### src/rtl/exe_muldiv_pkg.sv
// Shared CPU definitions used by the execute-stage multiply/divide unit.
// Contents:
//   FUNCT_*      MIPS funct codes that touch the HI/LO registers
//   md_state_t   control state of the iterative mul/div engine
//   is_muldiv()  true for the four funct codes that start a 32-iteration op
//   is_signed_md() true for the signed mul/div funct codes
package cpu_pkg;

  localparam logic [5:0] FUNCT_MFHI  = 6'h10;
  localparam logic [5:0] FUNCT_MTHI  = 6'h11;
  localparam logic [5:0] FUNCT_MFLO  = 6'h12;
  localparam logic [5:0] FUNCT_MTLO  = 6'h13;
  localparam logic [5:0] FUNCT_MULT  = 6'h18;
  localparam logic [5:0] FUNCT_MULTU = 6'h19;
  localparam logic [5:0] FUNCT_DIV   = 6'h1A;
  localparam logic [5:0] FUNCT_DIVU  = 6'h1B;

  typedef enum logic [1:0] {
    IDLE = 2'd0,
    RUN  = 2'd1,
    FIX  = 2'd2
  } md_state_t;

  function automatic logic is_muldiv(input logic [5:0] funct);
    logic r;
    case (funct)
      FUNCT_MULT, FUNCT_MULTU, FUNCT_DIV, FUNCT_DIVU: r = 1'b1;
      default:                                        r = 1'b0;
    endcase
    return r;
  endfunction

  function automatic logic is_signed_md(input logic [5:0] funct);
    logic r;
    case (funct)
      FUNCT_MULT, FUNCT_DIV: r = 1'b1;
      default:               r = 1'b0;
    endcase
    return r;
  endfunction

endpackage

### src/rtl/exe_muldiv_if.sv
// Handshake/data bundle between the EXE stage and the mul/div unit.
// master : EXE side, drives start/inst_func/val1_in/val2_in/flush and reads
//          busy/stall_req/done/hi/lo.
// slave  : the mul/div unit.
interface exe_muldiv_if #(
  parameter int WIDTH = 32
) ();

  logic             start;
  logic [5:0]       inst_func;
  logic [WIDTH-1:0] val1_in;
  logic [WIDTH-1:0] val2_in;
  logic             flush;
  logic             busy;
  logic             stall_req;
  logic             done;
  logic [WIDTH-1:0] hi;
  logic [WIDTH-1:0] lo;

  modport master (
    output start, inst_func, val1_in, val2_in, flush,
    input  busy, stall_req, done, hi, lo
  );

  modport slave (
    input  start, inst_func, val1_in, val2_in, flush,
    output busy, stall_req, done, hi, lo
  );

endinterface

### src/rtl/exe_muldiv.sv
// Iterative multiply/divide unit for the execute stage.
// Computes MULT/MULTU/DIV/DIVU over ITERS iterations into HI/LO and services
// MTHI/MTLO in a single edge.
// Ports:
//   clk  clock
//   rst  synchronous active-high reset
//   bus  exe_muldiv_if.slave:
//        in : start, inst_func, val1_in, val2_in, flush
//        out: busy (registered), stall_req (= busy), done (1-cycle pulse),
//             hi, lo (architectural HI/LO)
// Operands are reduced to magnitudes at issue; the sign is re-applied in FIX.
// A single WIDTH+1 adder serves both the shift-add multiply and the restoring
// divide.
module exe_muldiv
  import cpu_pkg::*;
#(
  parameter int WIDTH = 32,
  parameter int ITERS = 32   // must equal WIDTH
) (
  input logic        clk,
  input logic        rst,
  exe_muldiv_if.slave bus
);

  localparam int CNT_W = (ITERS > 1) ? $clog2(ITERS) : 1;
  localparam logic [CNT_W-1:0] CNT_LAST = CNT_W'(ITERS - 1);

  md_state_t        state;
  md_state_t        state_next;
  logic [CNT_W-1:0] cnt;
  logic             op_div;
  logic             neg_q;
  logic             neg_r;
  logic             div_zero;
  logic [WIDTH-1:0] operand;    // multiplicand or divisor magnitude
  logic [WIDTH-1:0] orig_val1;  // dividend as issued, for the divide-by-zero result
  logic [WIDTH-1:0] acc_hi;     // product high half / partial remainder
  logic [WIDTH-1:0] acc_lo;     // multiplier bits then product low half / quotient
  logic [WIDTH-1:0] hi;
  logic [WIDTH-1:0] lo;
  logic             done;
  logic             busy;

  // control strobes
  logic accept;
  logic iterate;
  logic finish;
  logic mt_hi;
  logic mt_lo;

  // issue-time operand conditioning
  logic             sign1;
  logic             sign2;
  logic [WIDTH-1:0] abs1;
  logic [WIDTH-1:0] abs2;

  // shared adder
  logic [WIDTH:0]   add_a;
  logic [WIDTH:0]   add_b;
  logic             add_cin;
  logic [WIDTH:0]   add_sum;
  logic             add_cout;

  // FIX-stage results
  logic [2*WIDTH-1:0] prod;
  logic [2*WIDTH-1:0] prod_fix;
  logic [WIDTH-1:0]   quo_fix;
  logic [WIDTH-1:0]   rem_fix;

  // State register.
  always_ff @(posedge clk) begin
    if (rst) begin
      state <= IDLE;
    end else begin
      state <= state_next;
    end
  end

  // Next-state decode and control strobes; flush overrides everything.
  always_comb begin
    state_next = state;
    accept     = 1'b0;
    iterate    = 1'b0;
    finish     = 1'b0;
    mt_hi      = 1'b0;
    mt_lo      = 1'b0;
    if (bus.flush) begin
      state_next = IDLE;
    end else begin
      case (state)
        IDLE: begin
          if (bus.start && is_muldiv(bus.inst_func)) begin
            state_next = RUN;
            accept     = 1'b1;
          end else begin
            state_next = IDLE;
            mt_hi      = bus.start && (bus.inst_func == FUNCT_MTHI);
            mt_lo      = bus.start && (bus.inst_func == FUNCT_MTLO);
          end
        end
        RUN: begin
          iterate = 1'b1;
          if (cnt == CNT_LAST) begin
            state_next = FIX;
          end else begin
            state_next = RUN;
          end
        end
        FIX: begin
          finish     = 1'b1;
          state_next = IDLE;
        end
        default: begin
          state_next = IDLE;
        end
      endcase
    end
  end

  // Magnitudes of the issuing operands (only signed ops take absolute values).
  always_comb begin
    sign1 = is_signed_md(bus.inst_func) && bus.val1_in[WIDTH-1];
    sign2 = is_signed_md(bus.inst_func) && bus.val2_in[WIDTH-1];
    abs1  = sign1 ? (-bus.val1_in) : bus.val1_in;
    abs2  = sign2 ? (-bus.val2_in) : bus.val2_in;
  end

  // Shared adder: add multiplicand for multiply, subtract divisor for divide.
  // For divide the carry out is the "no borrow" flag, i.e. remainder >= divisor.
  always_comb begin
    if (op_div) begin
      add_a   = {acc_hi, acc_lo[WIDTH-1]};
      add_b   = ~{1'b0, operand};
      add_cin = 1'b1;
    end else begin
      add_a   = {1'b0, acc_hi};
      add_b   = acc_lo[0] ? {1'b0, operand} : {(WIDTH+1){1'b0}};
      add_cin = 1'b0;
    end
    {add_cout, add_sum} = {1'b0, add_a} + {1'b0, add_b} + {{(WIDTH+1){1'b0}}, add_cin};
  end

  // Sign correction applied in FIX.
  always_comb begin
    prod     = {acc_hi, acc_lo};
    prod_fix = neg_q ? (-prod) : prod;
    quo_fix  = neg_q ? (-acc_lo) : acc_lo;
    rem_fix  = neg_r ? (-acc_hi) : acc_hi;
  end

  // Datapath, counter, HI/LO and the registered status outputs.
  always_ff @(posedge clk) begin
    if (rst) begin
      cnt       <= {CNT_W{1'b0}};
      op_div    <= 1'b0;
      neg_q     <= 1'b0;
      neg_r     <= 1'b0;
      div_zero  <= 1'b0;
      operand   <= {WIDTH{1'b0}};
      orig_val1 <= {WIDTH{1'b0}};
      acc_hi    <= {WIDTH{1'b0}};
      acc_lo    <= {WIDTH{1'b0}};
      hi        <= {WIDTH{1'b0}};
      lo        <= {WIDTH{1'b0}};
      done      <= 1'b0;
      busy      <= 1'b0;
    end else begin
      busy <= (state_next != IDLE);
      done <= finish;

      if (accept || bus.flush) begin
        cnt <= {CNT_W{1'b0}};
      end else if (iterate) begin
        cnt <= cnt + CNT_W'(1);
      end

      if (accept) begin
        op_div    <= (bus.inst_func == FUNCT_DIV) || (bus.inst_func == FUNCT_DIVU);
        neg_q     <= sign1 ^ sign2;
        neg_r     <= sign1;
        div_zero  <= (bus.val2_in == {WIDTH{1'b0}});
        orig_val1 <= bus.val1_in;
        acc_hi    <= {WIDTH{1'b0}};
        if ((bus.inst_func == FUNCT_DIV) || (bus.inst_func == FUNCT_DIVU)) begin
          operand <= abs2;
          acc_lo  <= abs1;
        end else begin
          operand <= abs1;
          acc_lo  <= abs2;
        end
      end else if (iterate) begin
        if (op_div) begin
          // restoring step: keep the difference only when it did not borrow
          acc_hi <= add_cout ? add_sum[WIDTH-1:0] : add_a[WIDTH-1:0];
          acc_lo <= {acc_lo[WIDTH-2:0], add_cout};
        end else begin
          // shift-add step: sum (with carry) drops into the top, LSB into acc_lo
          acc_hi <= add_sum[WIDTH:1];
          acc_lo <= {add_sum[0], acc_lo[WIDTH-1:1]};
        end
      end

      if (finish) begin
        if (!op_div) begin
          hi <= prod_fix[2*WIDTH-1:WIDTH];
          lo <= prod_fix[WIDTH-1:0];
        end else if (div_zero) begin
          hi <= orig_val1;
          lo <= {WIDTH{1'b1}};
        end else begin
          hi <= rem_fix;
          lo <= quo_fix;
        end
      end else begin
        if (mt_hi) begin
          hi <= bus.val1_in;
        end
        if (mt_lo) begin
          lo <= bus.val1_in;
        end
      end
    end
  end

  assign bus.busy      = busy;
  assign bus.stall_req = busy;
  assign bus.done      = done;
  assign bus.hi        = hi;
  assign bus.lo        = lo;

endmodule

### src/flat_wrapper.sv
// flat-port wrapper written by rule: the top's interface ports become plain ports
module exe_muldiv_flat import cpu_pkg::*;
#(
  parameter int WIDTH = 32,
  parameter int ITERS = 32                      
)
  (clk, rst, bus_start, bus_inst_func, bus_val1_in, bus_val2_in, bus_flush, bus_busy, bus_stall_req, bus_done, bus_hi, bus_lo);
  exe_muldiv_if #(.WIDTH(WIDTH)) bus_i ();
  input logic clk;
  input logic rst;
  input wire logic [$bits(bus_i.start)-1:0] bus_start;
  input wire logic [$bits(bus_i.inst_func)-1:0] bus_inst_func;
  input wire logic [$bits(bus_i.val1_in)-1:0] bus_val1_in;
  input wire logic [$bits(bus_i.val2_in)-1:0] bus_val2_in;
  input wire logic [$bits(bus_i.flush)-1:0] bus_flush;
  output wire logic [$bits(bus_i.busy)-1:0] bus_busy;
  output wire logic [$bits(bus_i.stall_req)-1:0] bus_stall_req;
  output wire logic [$bits(bus_i.done)-1:0] bus_done;
  output wire logic [$bits(bus_i.hi)-1:0] bus_hi;
  output wire logic [$bits(bus_i.lo)-1:0] bus_lo;
  assign bus_i.start = bus_start;
  assign bus_i.inst_func = bus_inst_func;
  assign bus_i.val1_in = bus_val1_in;
  assign bus_i.val2_in = bus_val2_in;
  assign bus_i.flush = bus_flush;
  assign bus_busy = bus_i.busy;
  assign bus_stall_req = bus_i.stall_req;
  assign bus_done = bus_i.done;
  assign bus_hi = bus_i.hi;
  assign bus_lo = bus_i.lo;
  exe_muldiv #(.WIDTH(WIDTH), .ITERS(ITERS)) u_core (.clk(clk), .rst(rst), .bus(bus_i));
endmodule
### config.mk
export PLATFORM = sky130hd
export DESIGN_NAME = exe_muldiv_flat
export DESIGN_NICKNAME = d
export VERILOG_FILES = /design/src/rtl/exe_muldiv_pkg.sv /design/src/rtl/exe_muldiv_if.sv /design/src/rtl/exe_muldiv.sv /design/src/flat_wrapper.sv
export SDC_FILE = /design/constraint.sdc
export NUM_CORES = 1
export LEC_CHECK = 0
export ABC_AREA = 1
export CELL_PAD_IN_SITES_DETAIL_PLACEMENT = 1
export CELL_PAD_IN_SITES_GLOBAL_PLACEMENT = 1
export CORE_MARGIN = 5
export CORE_UTILIZATION = 41
export DETAILED_ROUTE_END_ITERATION = 7
export GPL_TIMING_DRIVEN = 0
export MAX_ROUTING_LAYER = met4
export PLACE_DENSITY_LB_ADDON = 0.1
export SLEW_MARGIN = 5
export SYNTH_ARGS = -nofsm -noshare
export SYNTH_HDL_FRONTEND = slang
export SYNTH_SLANG_ARGS = --single-unit
### constraint.sdc
create_clock -name clk -period 4.3 [get_ports clk]
set_input_delay 0.43 -clock clk [delete_from_list [all_inputs] [get_ports clk]]
set_output_delay 0.43 -clock clk [all_outputs]
set_load 0.005 [all_outputs]
# == Word level (Yosys, flattened, before mapping) ==
# Cells that the tools add are included.
# op_classes
addsub,8
n_eq_ne,9
n_mux,45
bitwise,2
n_reduce_logical,17
# ops
operator,count
$mux 32,20
$neg 32->32,4
$mux 33,2
$mux 64,1
$neg 64->64,1
$eq 6x5->1 const B,6
$add 33x33->34,1
$add 34x1->34,1
$not 32->33,1
$logic_not 32->1,1
$mux 1,19
$reduce_bool 2->1,4
$reduce_or 2->1,3
$add 5x1->5 const B,1
$eq 5x5->1 const B,1
$logic_and 1x1->1,5
$mux 2,2
$pmux 2 s2,1
$reduce_or 4->1,1
$eq 2x1->1 const B,1
$eq 2x2->1 const B,1
$logic_not 2->1,1
$logic_or 1x1->1,2
$xor 1x1->1,1
# word_totals
regBits,205
in_bits,74
output_inout_bits,67
wordCells,95

# == Depth between registers and ports, before layout ==
# depth
depth_word,11
mapped_depth,23
depth_no_buf,20

# == Least setup slack after synthesis ==
# No wires, ideal clock.
# synth_timing
path_kind,register to register
from,register u_core.op_div
to,register u_core.acc_hi[13]
setup_ns,0.117
t_arrival_ns,3.105
required_time_ns,4.183
setup_slack_ns,1.078
stages_incl_launch_ff,21
path_buffers,4
synth_period_minus_slack_ns,3.222
cell_sequence,dfxtp_1 -> buf_2 -> buf_2 -> buf_1 -> buf_1 -> nand2_1 -> o21ai_0 -> fa_1 -> inv_1 -> fa_1 -> nand3_1 -> nand3_1 -> nand2_1 -> nand2_1 -> nand2_1 -> nand2_1 -> or2_2 -> nand3_1 -> nand3_1 -> nor2_1 -> nor2_1
# synth_via
elab_chain_len,5
elab_cells_between_ends,7
classes_between,2 x add/sub; 5 x mux
# synth_lines
element,line_no,rtl
start: declaration,exe_muldiv.sv:31,logic op_div;
start signal: assignment,exe_muldiv.sv:178,op_div <= (bus.inst_func == FUNCT_DIV) || (bus.inst_func == FUNCT_DIVU);
$mux 33,exe_muldiv.sv:131,if (op_div) begin
$add 33x33->34,exe_muldiv.sv:140,"{add_cout, add_sum} = {1'b0, add_a} + {1'b0, add_b} + {{(WIDTH+1){1'b0}}, add_cin};"
$add 34x1->34,exe_muldiv.sv:140,
$mux 32,exe_muldiv.sv:194,acc_hi <= add_cout ? add_sum[WIDTH-1:0] : add_a[WIDTH-1:0];
$mux 32 *,exe_muldiv.sv:192,if (op_div) begin
end signal: assignment,exe_muldiv.sv:161,acc_hi <= {WIDTH{1'b0}};
end signal: assignment,exe_muldiv.sv:194,
end signal: assignment,exe_muldiv.sv:198,acc_hi <= add_sum[WIDTH:1];
end: declaration,exe_muldiv.sv:37,logic [WIDTH-1:0] acc_hi;
# Every way passes the cells marked *; elsewhere a longest branch is shown, timed or not.
# A chain may end at the register's enable or synchronous reset.

# == Final worst setup path ==
# layout_timing
from,register u_core.op_div
to,register u_core.acc_hi[6]
# The elaborated chain is that of the path after synthesis.

==> results.json <==
{
  "status": "complete, no violations",
  "synth_nets": 3357,
  "clkLatencyLatePin_ps": 580,
  "detail_route.wl_per_cell_um": 25.7,
  "cp_max_fo": 19,
  "hold_depth": 2,
  "max_freq_mhz": 238,
  "path_class": "reg2reg",
  "clockRootBuffer": "clkbuf_16",
  "cts-htree-levels": 1,
  "setup_tns_ps": 0,
  "area_growth_pct": 16.3,
  "cts_setup_buffers": 0,
  "slew_headroom_pct": 24.5,
  "ys_seq_area_share_pct": 22.6,
  "worst_pin_slew_ps": 1120,
  "coreArea_sq_um": 44000,
  "initial_core_util_pct": 41.2,
  "regArea_sq_um": 4100,
  "cts_buffer_depth": 3,
  "clock-sinks": 205,
  "worst-endpoint-required_ps": 4790,
  "crit_path_start_kind": "flip-flop",
  "grt_pass1_wl_um": 149000,
  "syn_area_sq_um": 18200,
  "fp.dieH_um": 220,
  "cts_made_buffers": 26,
  "drt_wl_total_um": 103000,
  "skew_ps": 34.1,
  "fillers": 6426,
  "power_w": 0.00468,
  "ys_async_sr_fraction_pct": 0,
  "drc": 0,
  "syn_inst": 3244,
  "synth-edff-count": 0,
  "ys_types": 53,
  "ios": 141,
  "port_buffers": 140,
  "switching_power_w": 0.00141,
  "grt_max_degree": 20,
  "drive_gt1_share_pct": 4.14,
  "power.internal_w": 0.00327,
  "dp.final_hpwl_um": 85000,
  "sw_frac_of_total_pct": 30.2,
  "ir_worst_vdd_mv": 0.230,
  "synth.avg_cell_area_sq_um": 5.60,
  "cap_violations": 0,
  "cts_tree": "built",
  "overflow": 0,
  "end_kind": "flip-flop",
  "path_clk_slew_ps": 70,
  "worstHoldPathType": "reg2reg",
  "slew_violations": 0,
  "seqPwrFrac_pct": 41.3,
  "crit_arrival_ps": 4690,
  "leakage_nw": 10.2,
  "first_global_vias": 23819,
  "p_per_area_nw_per_um2": 222,
  "hold_viol": 0,
  "num_vias": 23987,
  "synth_seq_cells": 205,
  "dr.first_iter.drc_count": 2575,
  "via_per_inst": 5.97,
  "combPwrFrac_pct": 13.4,
  "dieArea_sq_um": 48600,
  "place_congestion": 1.05,
  "synth_warnings": 0,
  "multiInputGateArea_sq_um": 11900,
  "antenna_found_initial": 0,
  "drt-pass1-iter-count": 6,
  "rows": 77,
  "post-route-period-util_pct": 97.5,
  "track_usage_pct": 42.1,
  "fin_nets": 3524,
  "min_period_ps": 4190,
  "synth_ff_type": "dfxtp_1",
  "ant_nets": 0,
  "setup_violations": 0,
  "clkPwrFrac_pct": 45.3,
  "cts_hold_buf": 0,
  "die_w_um": 220,
  "diodes": 0,
  "rr_worst_depth": 20
}
[repair_timing]
item,in CTS,in global routing
gates cloned,0,0
resized for setup,10,12
endpoints found under the setup margin,33,33
[metrics by stage]
step | worst slack [ps] | cells | hold slack (ps) | instance area, sq um | util, %
floorplan | 1080 | 3244 | 430 | 18200 | -
global placement | -432 | 3976 | 443 | 20300 | 46.1
detailed placement | -461 | 3976 | 455 | 20300 | 46.1
CTS | 0.132 | 4020 | 467 | 21100 | 47.9
global route | -2.08 | 4020 | 494 | 21100 | 48.0
finish | 106 | 4020 | 466 | 21100 | 48.0
[worst max-delay path: stages, from the launching register on]
cell and delay (ps):
dfxtp_1 400, buf_2 270, clkbuf_4 280, clkbuf_2 590
nor2_1 230, a21oi_1 370, ha_1 360, nand2_1 90
nand2_1 60, nand2_1 60, nand2_1 70, nand2_1 60
nand2_1 120, a21oi_4 350, nand2_4 150, nor2_8 170
buf_6 170, nand2_1 60, nand3b_1 130, nand2_1 60
inv_1 40
[power groups by stage]
stage                     Clock [W]  Sequential [W]  Combinational (W)
final                       0.00212         0.00193           0.000626
after global routing        0.00218         0.00193           0.000647
after CTS                   0.00211         0.00193           0.000597
after global placement            0         0.00197           0.000583
after floorplan                   0         0.00197           0.000287
after detailed placement          0         0.00197           0.000593
[final cells by class]
type | count | share of cell area [%]
multi-input cells | 2490 | 56.4
flip-flops and latches | 205 | 19.4
inverters | 391 | 6.95
repair buffers | 140 | 6.64
well taps | 592 | 3.51
clock buffers | 37 | 3.47
plain buffers | 157 | 3.30
clock inverters | 8 | 0.296
[kinds of logic (layout without fill, tap and decap cells)]
kind of cell    after synthesis  count (layout)  synth area share [%]
fa+ha+maj                    39              39                  2.77
xor+xnor                     64              64                  3.09
flops                       205             205                  22.6
compound gates              581             581                  17.5
simple gates               1806            1806                  42.2
buf+inv                     549             733                  11.8
[final timing paths]
kind                        start                    to  slack, ps
max reg2reg         u_core.op_div      u_core.acc_hi[6]        110
min          u_core.orig_val1[22]  u_core.orig_val1[22]        470
min reg2reg  u_core.orig_val1[22]  u_core.orig_val1[22]        470
max                 u_core.op_div      u_core.acc_hi[6]        110
[synth_stat cells, types with 37 or more instances]
cell / count / share of area, %
nand3_1: 313 / 8.6
xor2_1: 52 / 2.5
nand2_1: 1016 / 21
a21oi_1: 181 / 5.0
buf_2: 37 / 1.0
inv_1: 379 / 7.8
o211ai_1: 37 / 1.5
nand4_1: 61 / 2.1
o21ai_0: 275 / 7.6
clkbuf_1: 84 / 1.7
nor2_1: 309 / 6.4
dfxtp_1: 205 / 23
ha_1: 37 / 2.5
[state kept, by name, indices dropped and copies added (netlist names), 2 cells and up]
| signal | cells |
|---|---|
| u_core.orig_val1 | 32 |
| u_core.state | 2 |
| u_core.bus.lo | 32 |
| u_core.acc_lo | 32 |
| u_core.acc_hi | 32 |
| u_core.cnt | 5 |
| u_core.operand | 32 |
| u_core.bus.hi | 32 |
[layer usage]
metal	up-vias	share of wire (%)	track usage [%]
li1	10863	-	-
met1	11579	41	53.5
met2	1285	44	65.2
met3	260	9.9	6.95
met4	0	6.0	20.7
met5	-	0	-
[layout by cell type, fill, tap and decap left out, types with 5 or more instances in the layout]
cell,n
nand2_1,1016
inv_1,379
nand3_1,313
nor2_1,309
o21ai_0,275
dfxtp_1,205
a21oi_1,181
clkdlybuf4s50_1,140
clkbuf_1,87
nand4_1,61
xor2_1,52
o211ai_1,37
ha_1,37
buf_2,36
nor3_1,34
a31oi_1,27
clkbuf_16,26
buf_1,24
nand3b_1,17
o31ai_1,15
xnor2_1,12
o21ai_1,11
inv_2,10
or2_2,10
and2_1,8
o221ai_1,8
o21bai_1,7
and3_1,7
buf_4,6
nor2_2,6
clkbuf_2,5
Note: power is estimated with default switching activity, not from simulation.
